==> src/rtl/tx_comma_gen.sv <==
// rtl/tx_comma_gen.sv - 8b/10b transmit symbol generator with comma preamble, idle fill and forced comma insertion
//
// Purpose: encodes byte/K-flag input into 10-bit 8b/10b symbols, tracks running
// disparity, and guarantees K28.5 content on the line (alignment preamble,
// idle fill, and a forced comma after COMMA_PERIOD consecutive non-comma symbols).
//
// Ports:
//   i_Clk      clock
//   i_Rst      synchronous active-high reset
//   i_Data     byte to encode, HGF_EDCBA
//   i_K        1 = control character
//   i_Valid    input byte valid
//   o_Ready    byte accepted this cycle when i_Valid && o_Ready
//   i_ReAlign  single-cycle pulse, re-enters the alignment preamble
//   o_Data     encoded symbol {a,b,c,d,e,i,f,g,h,j}, a at bit 9
//   o_Valid    o_Data holds a valid symbol
//   o_IsComma  o_Data is a K28.5
//   o_Rd       running disparity after o_Data (0 = RD-, 1 = RD+)
//   o_Err      one-cycle pulse: an invalid K code was replaced by K28.5
module tx_comma_gen #(
  parameter int          COMMA_PERIOD = 1024,
  parameter int          ALIGN_LEN    = 16,
  parameter logic [9:0]  PCOMMA       = 10'b0011111010,
  parameter logic [9:0]  MCOMMA       = 10'b1100000101
) (
  input  logic       i_Clk,
  input  logic       i_Rst,
  input  logic [7:0] i_Data,
  input  logic       i_K,
  input  logic       i_Valid,
  output logic       o_Ready,
  input  logic       i_ReAlign,
  output logic [9:0] o_Data,
  output logic       o_Valid,
  output logic       o_IsComma,
  output logic       o_Rd,
  output logic       o_Err
);

  typedef enum logic {ALIGN, DATA} stateType;

  localparam logic [15:0] periodMax = 16'(COMMA_PERIOD);
  localparam logic [7:0]  alignLast = 8'(ALIGN_LEN - 1);

  stateType    state, stateNext;
  logic [7:0]  alignCnt, alignCntNext;
  logic [15:0] cnt, cntNext;
  logic [9:0]  symNext;
  logic        rdNext, errNext, isCommaNext;

  logic        accept, kLegal, badK;
  logic [4:0]  x5;
  logic [2:0]  y3;
  logic [5:0]  raw6, code6;
  logic [3:0]  raw4, code4;
  logic        unb6, unb4, rd6, useA7;

  // 5b/6b table, RD- column (abcdei). The RD+ column is the complement for
  // unbalanced codes and for D.7; all other balanced codes are identical.
  function automatic logic [5:0] lut6(input logic [4:0] x);
    case (x)
      5'd0:  lut6 = 6'b100111;  5'd1:  lut6 = 6'b011101;
      5'd2:  lut6 = 6'b101101;  5'd3:  lut6 = 6'b110001;
      5'd4:  lut6 = 6'b110101;  5'd5:  lut6 = 6'b101001;
      5'd6:  lut6 = 6'b011001;  5'd7:  lut6 = 6'b111000;
      5'd8:  lut6 = 6'b111001;  5'd9:  lut6 = 6'b100101;
      5'd10: lut6 = 6'b010101;  5'd11: lut6 = 6'b110100;
      5'd12: lut6 = 6'b001101;  5'd13: lut6 = 6'b101100;
      5'd14: lut6 = 6'b011100;  5'd15: lut6 = 6'b010111;
      5'd16: lut6 = 6'b011011;  5'd17: lut6 = 6'b100011;
      5'd18: lut6 = 6'b010011;  5'd19: lut6 = 6'b110010;
      5'd20: lut6 = 6'b001011;  5'd21: lut6 = 6'b101010;
      5'd22: lut6 = 6'b011010;  5'd23: lut6 = 6'b111010;
      5'd24: lut6 = 6'b110011;  5'd25: lut6 = 6'b100110;
      5'd26: lut6 = 6'b010110;  5'd27: lut6 = 6'b110110;
      5'd28: lut6 = 6'b001110;  5'd29: lut6 = 6'b101110;
      5'd30: lut6 = 6'b011110;  default: lut6 = 6'b101011;
    endcase
  endfunction

  // 3b/4b table, RD- column (fghj). Control characters use their own column;
  // every K sub-block and D.x.3 is complemented at RD+ even when balanced.
  function automatic logic [3:0] lut4(input logic [2:0] y, input logic k, input logic a7);
    if (k) begin
      case (y)
        3'd0: lut4 = 4'b1011;  3'd1: lut4 = 4'b0110;
        3'd2: lut4 = 4'b1010;  3'd3: lut4 = 4'b1100;
        3'd4: lut4 = 4'b1101;  3'd5: lut4 = 4'b0101;
        3'd6: lut4 = 4'b1001;  default: lut4 = 4'b0111;
      endcase
    end else begin
      case (y)
        3'd0: lut4 = 4'b1011;  3'd1: lut4 = 4'b1001;
        3'd2: lut4 = 4'b0101;  3'd3: lut4 = 4'b1100;
        3'd4: lut4 = 4'b1101;  3'd5: lut4 = 4'b1010;
        3'd6: lut4 = 4'b0110;  default: lut4 = a7 ? 4'b0111 : 4'b1110;
      endcase
    end
  endfunction

  assign x5 = i_Data[4:0];
  assign y3 = i_Data[7:5];

  assign o_Ready = (state == DATA) && (cnt < periodMax) && !i_Rst && !i_ReAlign;
  assign accept  = i_Valid && o_Ready;

  assign kLegal = (x5 == 5'd28) ||
                  ((y3 == 3'd7) && ((x5 == 5'd23) || (x5 == 5'd27) ||
                                    (x5 == 5'd29) || (x5 == 5'd30)));
  assign badK   = i_K && !kLegal;

  // Encoder datapath, evaluated against the current running disparity.
  always_comb begin
    raw6  = (i_K && (x5 == 5'd28)) ? 6'b001111 : lut6(x5);
    unb6  = ($countones(raw6) != 3);
    code6 = (o_Rd && (unb6 || (!i_K && (x5 == 5'd7)))) ? ~raw6 : raw6;
    rd6   = o_Rd ^ unb6;
    // A7 avoids a run of five identical bits across the 6b/4b boundary.
    useA7 = !i_K && (y3 == 3'd7) &&
            (rd6 ? ((x5 == 5'd11) || (x5 == 5'd13) || (x5 == 5'd14))
                 : ((x5 == 5'd17) || (x5 == 5'd18) || (x5 == 5'd20)));
    raw4  = lut4(y3, i_K, useA7);
    unb4  = ($countones(raw4) != 2);
    code4 = (rd6 && (unb4 || (y3 == 3'd3) || i_K)) ? ~raw4 : raw4;
  end

  // Next-state and registered-output logic.
  always_comb begin
    stateNext    = state;
    alignCntNext = alignCnt;
    symNext      = o_Rd ? MCOMMA : PCOMMA;
    rdNext       = ~o_Rd;
    errNext      = accept && badK;
    cntNext      = cnt;

    if (accept && !badK) begin
      symNext = {code6, code4};
      rdNext  = rd6 ^ unb4;
    end

    isCommaNext = (symNext == PCOMMA) || (symNext == MCOMMA);

    if (isCommaNext) begin
      cntNext = '0;
    end else if (cnt < periodMax) begin
      cntNext = cnt + 16'd1;
    end

    if (i_ReAlign) begin
      stateNext    = ALIGN;
      alignCntNext = '0;
    end else if (state == ALIGN) begin
      if (alignCnt == alignLast) begin
        stateNext    = DATA;
        alignCntNext = '0;
      end else begin
        alignCntNext = alignCnt + 8'd1;
      end
    end
  end

  always_ff @(posedge i_Clk) begin
    if (i_Rst) begin
      state     <= ALIGN;
      alignCnt  <= '0;
      cnt       <= '0;
      o_Data    <= '0;
      o_Valid   <= 1'b0;
      o_IsComma <= 1'b0;
      o_Rd      <= 1'b0;
      o_Err     <= 1'b0;
    end else begin
      state     <= stateNext;
      alignCnt  <= alignCntNext;
      cnt       <= cntNext;
      o_Data    <= symNext;
      o_Valid   <= 1'b1;
      o_IsComma <= isCommaNext;
      o_Rd      <= rdNext;
      o_Err     <= errNext;
    end
  end

endmodule

==> config.mk <==
export PLATFORM = sky130hd
export DESIGN_NAME = tx_comma_gen
export DESIGN_NICKNAME = d
export VERILOG_FILES = /design/src/rtl/tx_comma_gen.sv
export SDC_FILE = /design/constraint.sdc
export NUM_CORES = 1
export LEC_CHECK = 0
export CORE_MARGIN = 3
export CORE_UTILIZATION = 45
export CTS_CLUSTER_SIZE = 40
export DETAILED_ROUTE_END_ITERATION = 10
export PLACE_DENSITY = 0.65
export SYNTH_ARGS = -nofsm -noshare
export SYNTH_HDL_FRONTEND = slang
export SYNTH_SLANG_ARGS = --single-unit
export TNS_END_PERCENT = 30
==> constraint.sdc <==
create_clock -name i_Clk -period 22.4 [get_ports i_Clk]
set_input_delay 2.24 -clock i_Clk [delete_from_list [all_inputs] [get_ports i_Clk]]
set_output_delay 2.24 -clock i_Clk [all_outputs]
set_load 0.01 [all_outputs]
==> results.yml, run 1 <==
detailed_routing:
  post_drt_wl_per_cell_um: 13.71
  drc: 0
  ant_nets: 0
  route.final.wire_length_um: 5512
  drtIter0Drc: 65
  drtPass1Iterations: 4
  vias: 2184
  drt-vias-per-instance: 5.433
floorplanning:
  rows: 28
  core_area_um2: 5991
  initial_utilization: 0.4678
  die_x_um: 84.92
  die_h_um: 84.92
  io_pins: 28
  die_area_um2: 7211
clock_network:
  cts_made_buffers: 5
  post-cts-setup-buffer-count: 0
  hold_buffers: 0
  htreeDepth: 2
  clkSinkCount: 39
  cts_resized: 0
  cts_tree: "built"
  cts_buffer_depth: 2
  clockRootBuffer: "clkbuf_8"
  clk_latency_ns: 0.29
  clk_pin_slew_worst_paths_ns: 0.07
global_routing:
  grt_pass1_vias: 2014
  overflow: 0
  track_usage: 0.1582
  grt_pass1_wl_um: 9501
  grt_max_degree: 22
  antenna_found_initial: 0
setup_path:
  worst_setup_path_end_kind: "flop"
  reg2reg_slack_ns: 17.61
  ff2ff_path_depth: 14
  worstPathArrival_ns: 10.20
  worstSetupPathType: "input pin to flop"
  path_max_fanout: 21
  critPathRequiredTime_ns: 22.53
  critPathLaunchType: "input pin"
placed_design:
  port-buffer-count: 27
  post-place-ws_ns: 12.02
  dp_hpwl_um: 4168
  gp_congestion: 0.8407
sta:
  setup_viol: 0
  finalHoldViolCount: 0
  fmax_ghz: 0.09932
  setup_ws_ns: 12.33
  skew_ns: 0.006604
  rsz0062_at_grt: "no"
  slew_headroom: 0.3528
  drv_slew: 0
  fin_setup_tns_ns: 0
  period_share: 0.4495
  worst_pin_slew_ns: 0.9635
  period_needed_ns: 10.07
worst_hold_path:
  hold_path_depth: 2
  hp-class: "flop to flop"
power_and_ir_drop:
  power_mw: 0.1814
  power_leakage_nw: 1.163
  ir_worst_vdd_mv: 0.04338
  p_per_area_nw_per_um2: 57.46
logic_synthesis:
  synthFlopType: "dfxtp_1"
  postSynthCellCount: 302
  syn_avg_cell_area_um2: 9.280
  synthArstFlopShare: 0
  yosysWarnings: 0
  ys_ff_latch: 39
  yosysUniqueCellTypes: 75
  ys_seq_area_frac: 0.2786
  synth_edf_count: 0
  netlist_area_um2: 2803
layout:
  area_growth_pct: 12.63
  filler_cell_count: 575
  nets: 356
  multi_input_area_um2: 1878
  diodes: 0
  drive_gt1_frac: 0.1315
  seq_area_um2: 780.7
outcome:
  status: "completed"
job:
  drv_cap: 0
-- synthesized netlist by cell type, drive strengths merged (3+ instances only) --
cell type  number  area [um^2]
and3            6        37.54
and2            4        25.02
mux2            4        48.79
o211ai          3        22.52
fa              4        80.08
buf            11        91.33
a211oi          3        22.52
xor2           13        113.9
a31oi           4        25.02
nor3b           3        27.52
nand2b          4        32.53
inv            14        52.55
dfxtp          39        780.8
nand2          26        102.6
nand3           5        25.02
o21ai          10        50.04
clkbuf          3        15.02
nor2           20        77.58
nor2b           7        43.79
or3             3        18.77
a21oi          14        73.82
nor4           16        192.7
xnor2          15        138.9
ha             13        162.7
nand4           9        56.30
nor3            8        62.56
mux2i           6        60.06
-- layer usage --
| layer | wire length [um] | global-route usage | up-vias |
|---|---|---|---|
| met2 | 2497 | 0.2420 | 32 |
| li1 | - | - | 1129 |
| met3 | 195 | 0.02816 | 5 |
| met5 | 0 | 0 | - |
| met4 | 46 | 0.03453 | 0 |
| met1 | 2773 | 0.2330 | 1018 |
-- stage by stage --
| step | utilization | cell area, um^2 | hold slack, ns | instances |
|---|---|---|---|---|
| after floorplan | - | 2818 | 0.4716 | 306 |
| after global placement | 0.5134 | 3075 | 0.4912 | 394 |
| after detailed placement | 0.5134 | 3075 | 0.5007 | 394 |
| after CTS | 0.5269 | 3157 | 0.5187 | 402 |
| after global routing | 0.5269 | 3157 | 0.5409 | 402 |
| final | 0.5269 | 3157 | 0.5145 | 402 |
-- where the power goes --
part	switching [mW]	internal, mW	leakage (nW)	total (mW)
Clock	0.0228	0.0218	0.0422	0.0446
Combinational	0.0358	0.0286	0.801	0.0644
Sequential	0.000975	0.0714	0.320	0.0724
Total	0.0595	0.122	1.16	0.181
-- path summary, 6_finish.rpt --
kind          startpoint     endpoint
min reg2reg  alignCnt[3]  alignCnt[3]
min          alignCnt[3]  alignCnt[3]
max reg2reg         o_Rd       cnt[3]
max            i_Data[3]       cnt[3]
-- layout make-up --
| cell class | instances | area share |
|---|---|---|
| Inverter | 14 | 0.01665 |
| Multi-Input combinational cell | 239 | 0.5949 |
| Tap cell | 75 | 0.02973 |
| Clock inverter | 1 | 0.001585 |
| Sequential cell | 39 | 0.2473 |
| Timing Repair Buffer | 27 | 0.08561 |
| Clock buffer | 7 | 0.02418 |
-- cell usage in the layout (no fill, tap or decap), types with 5 or more instances in the layout --
cell type and instances:
nor3_1 6, conb_1 5, and3_1 6, xor2_1 13, inv_1 13, clkbuf_8 5
nand3_1 5, a21oi_1 13, nor4_2 10, mux2i_1 6, nand4_1 9, o21ai_0 7
nor2_1 19, xnor2_1 14, clkdlybuf4s50_1 27, nand2_1 24, nor2b_1 7, ha_1 13
dfxtp_1 39
-- logic make-up (layout without fill, tap and decap cells) --
group	after synthesis	in the layout	share of synthesized area
other cells	1	5	0.001338
xor+xnor	28	28	0.09018
compound gates	57	57	0.1571
buf+inv	28	49	0.05670
mux	11	11	0.04687
flops	39	39	0.2786
simple gates	121	121	0.2826
fa+ha+maj	17	17	0.08661
-- worst max-delay path, stage by stage --
cell and delay (ns):
clkdlybuf4s50_1 0.96, inv_2 0.16, o211a_1 0.26, o32a_2 0.44, fa_1 0.57, fa_1 0.42, ha_1 0.20, inv_1 0.06
fa_1 0.40, nand3b_2 0.28, xnor2_2 0.37, mux2_2 0.41, o21ai_0 0.18, a21o_1 0.17, fa_1 0.40, ha_1 0.21
ha_1 0.26, or3b_4 0.26, or3_1 0.14, nand2_1 0.13, o311ai_0 0.53, nor2_1 0.14, nor4_4 0.88, nor4_1 0.10
-- flip-flops by register name, indices dropped and copies added (netlist names) --
signal     flops
alignCnt       8
o_Valid        1
o_Rd           1
state          1
o_IsComma      1
o_Data        10
o_Err          1
cnt           16
(Power assumes the default switching activity.)
==> inputs of run 2 (changes only) <==
- PLACE_DENSITY: 0.65 -> 0.68
- clock period: 22.4 -> 8.8 ns (I/O delays scaled with it)
==> results.yml, run 2 (synthesis results as in run 1) <==
placed_design:
  gp_congestion: 0.8777
  placed_cell_area_um2: 3120
  port-buffer-count: 27
  dp_hpwl_um: 4161
power_and_ir_drop:
  seqPwrFrac: 0.401
  p_sw_frac: 0.3239
  switchingPower_mw: 0.1489
  internal-power_mw: 0.3109
  ir_worst_vdd_mv: 0.09296
  clkPwrFrac: 0.244
  share_comb_of_total_power: 0.355
  p_per_area_nw_per_um2: 143.6
  power_leakage_nw: 1.193
global_routing:
  grt_pass1_vias: 2139
  antenna_found_initial: 0
  grt_pass1_wl_um: 9556
  grt_max_degree: 17
  track_usage: 0.1599
  overflow: 0
sta:
  worst_pin_slew_ns: 0.6757
  drv_slew: 0
  slew_headroom: 0.5495
  fin_setup_tns_ns: 0
  fmax_ghz: 0.1225
  skew_ns: 0.003650
  finalHoldViolCount: 0
  fin_hold_ws_ns: 0.5208
  rsz0062_at_grt: "no"
  setup_viol: 0
  period_needed_ns: 8.162
  period_share: 0.9275
detailed_routing:
  drtIter0Drc: 142
  post_drt_wl_per_cell_um: 13.36
  vias: 2203
  drtPass1Iterations: 4
  drc: 0
  route.final.wire_length_um: 5450
  drt-vias-per-instance: 5.400
  ant_nets: 0
clock_network:
  cts_tree: "built"
  cts_made_buffers: 5
  clk_latency_ns: 0.28
  clk_pin_slew_worst_paths_ns: 0.07
  cts_resized: 0
  clkSinkCount: 39
  clockRootBuffer: "clkbuf_8"
  htreeDepth: 2
  hold_buffers: 0
  cts_buffer_depth: 2
  post-cts-setup-buffer-count: 0
setup_path:
  critPathLaunchType: "input pin"
  crit_path_max_incr_delay_ns: 0.61
  worst-path-buf-inv: 4
  worstPathArrival_ns: 8.34
  critPathRequiredTime_ns: 8.97
  worstSetupPathType: "input pin to flop"
  path_max_fanout: 12
  startpoint: "i_Data[0]"
  critPathTopFamily: "adder cells"
  cp_slowest_cell: "clkdlybuf4s50_1"
  worst_setup_path_end_kind: "flop"
  r2r_start: "o_Rd"
floorplanning:
  die_area_um2: 7211
  rows: 28
  initial_utilization: 0.4678
  die_x_um: 84.92
  core_area_um2: 5991
  io_pins: 28
  die_h_um: 84.92
layout:
  seq_area_um2: 780.7
  final_common_cell: "dfxtp_1"
  drive_gt1_frac: 0.1471
  postLayoutCellArea_um2: 3202
  top_regs: "cnt (16), o_Data (10), alignCnt (8)"
  largest_reg_flops: 16
  nets: 362
  area_growth_pct: 14.24
  final_cell_mix: "dfxtp_1, clkdlybuf4s50_1, nand2_1"
  filler_cell_count: 565
  multi_input_area_um2: 1878
  fin_util: 0.5345
  diodes: 0
  top_register: "cnt"
outcome:
  status: "completed"
worst_hold_path:
  hp-start: "alignCnt[3]"
  hp-class: "flop to flop"
job:
  drv_cap: 0
[run 2: changes by cell type in the layout (fill, tap and decap cells not counted), sizes merged]
cell	change
buf	+6
[run 2: final timing paths]
kind | endpoint | slack [ns] | cells past startpoint
worst min register to register | alignCnt[3] | 0.52 | 2
worst max-delay path | o_IsComma | 0.64 | 27
worst max register to register | o_IsComma | 4.41 | 15
worst min-delay path | alignCnt[3] | 0.52 | 2
[run 2: layout make-up]
type | count | area share
clock inverter | 1 | 0.001563
sequential | 39 | 0.2438
inverter | 14 | 0.01641
tap | 75 | 0.02931
timing repair buffer | 33 | 0.09848
multi-input combinational | 239 | 0.5866
clock buffer | 7 | 0.02384
[run 2: metrics by stage]
| step | setup slack, ns | std cells | total power, mW |
|---|---|---|---|
| floorplan | 1.505 | 306 | 0.3166 |
| global placement | 0.3833 | 400 | 0.3512 |
| detailed placement | 0.2835 | 400 | 0.3526 |
| CTS | 0.6120 | 408 | 0.4652 |
| finish | 0.6380 | 408 | 0.4598 |
| global route | 0.2088 | 408 | 0.4904 |
[run 2: per-layer routing]
layer	wire, um	GRT usage
met4	58	0.04173
met2	2503	0.2598
met1	2686	0.2190
met3	201	0.03010
met5	0	0
[run 2: worst min-delay path, delay by kind of cell (launching register included)]
kind             cells  cell delay [ns]
flip-flops           1             0.34
AND/OR/NAND/NOR      1             0.08
XOR/XNOR             1             0.07
[run 2: power groups by stage]
| stage | clock (mW) | sequential, mW | combinational (mW) |
|---|---|---|---|
| after global placement | 0 | 0.188 | 0.163 |
| final | 0.112 | 0.184 | 0.163 |
| after detailed placement | 0 | 0.189 | 0.164 |
| after global routing | 0.122 | 0.185 | 0.183 |
| after floorplan | 0 | 0.189 | 0.127 |
| after CTS | 0.116 | 0.185 | 0.164 |
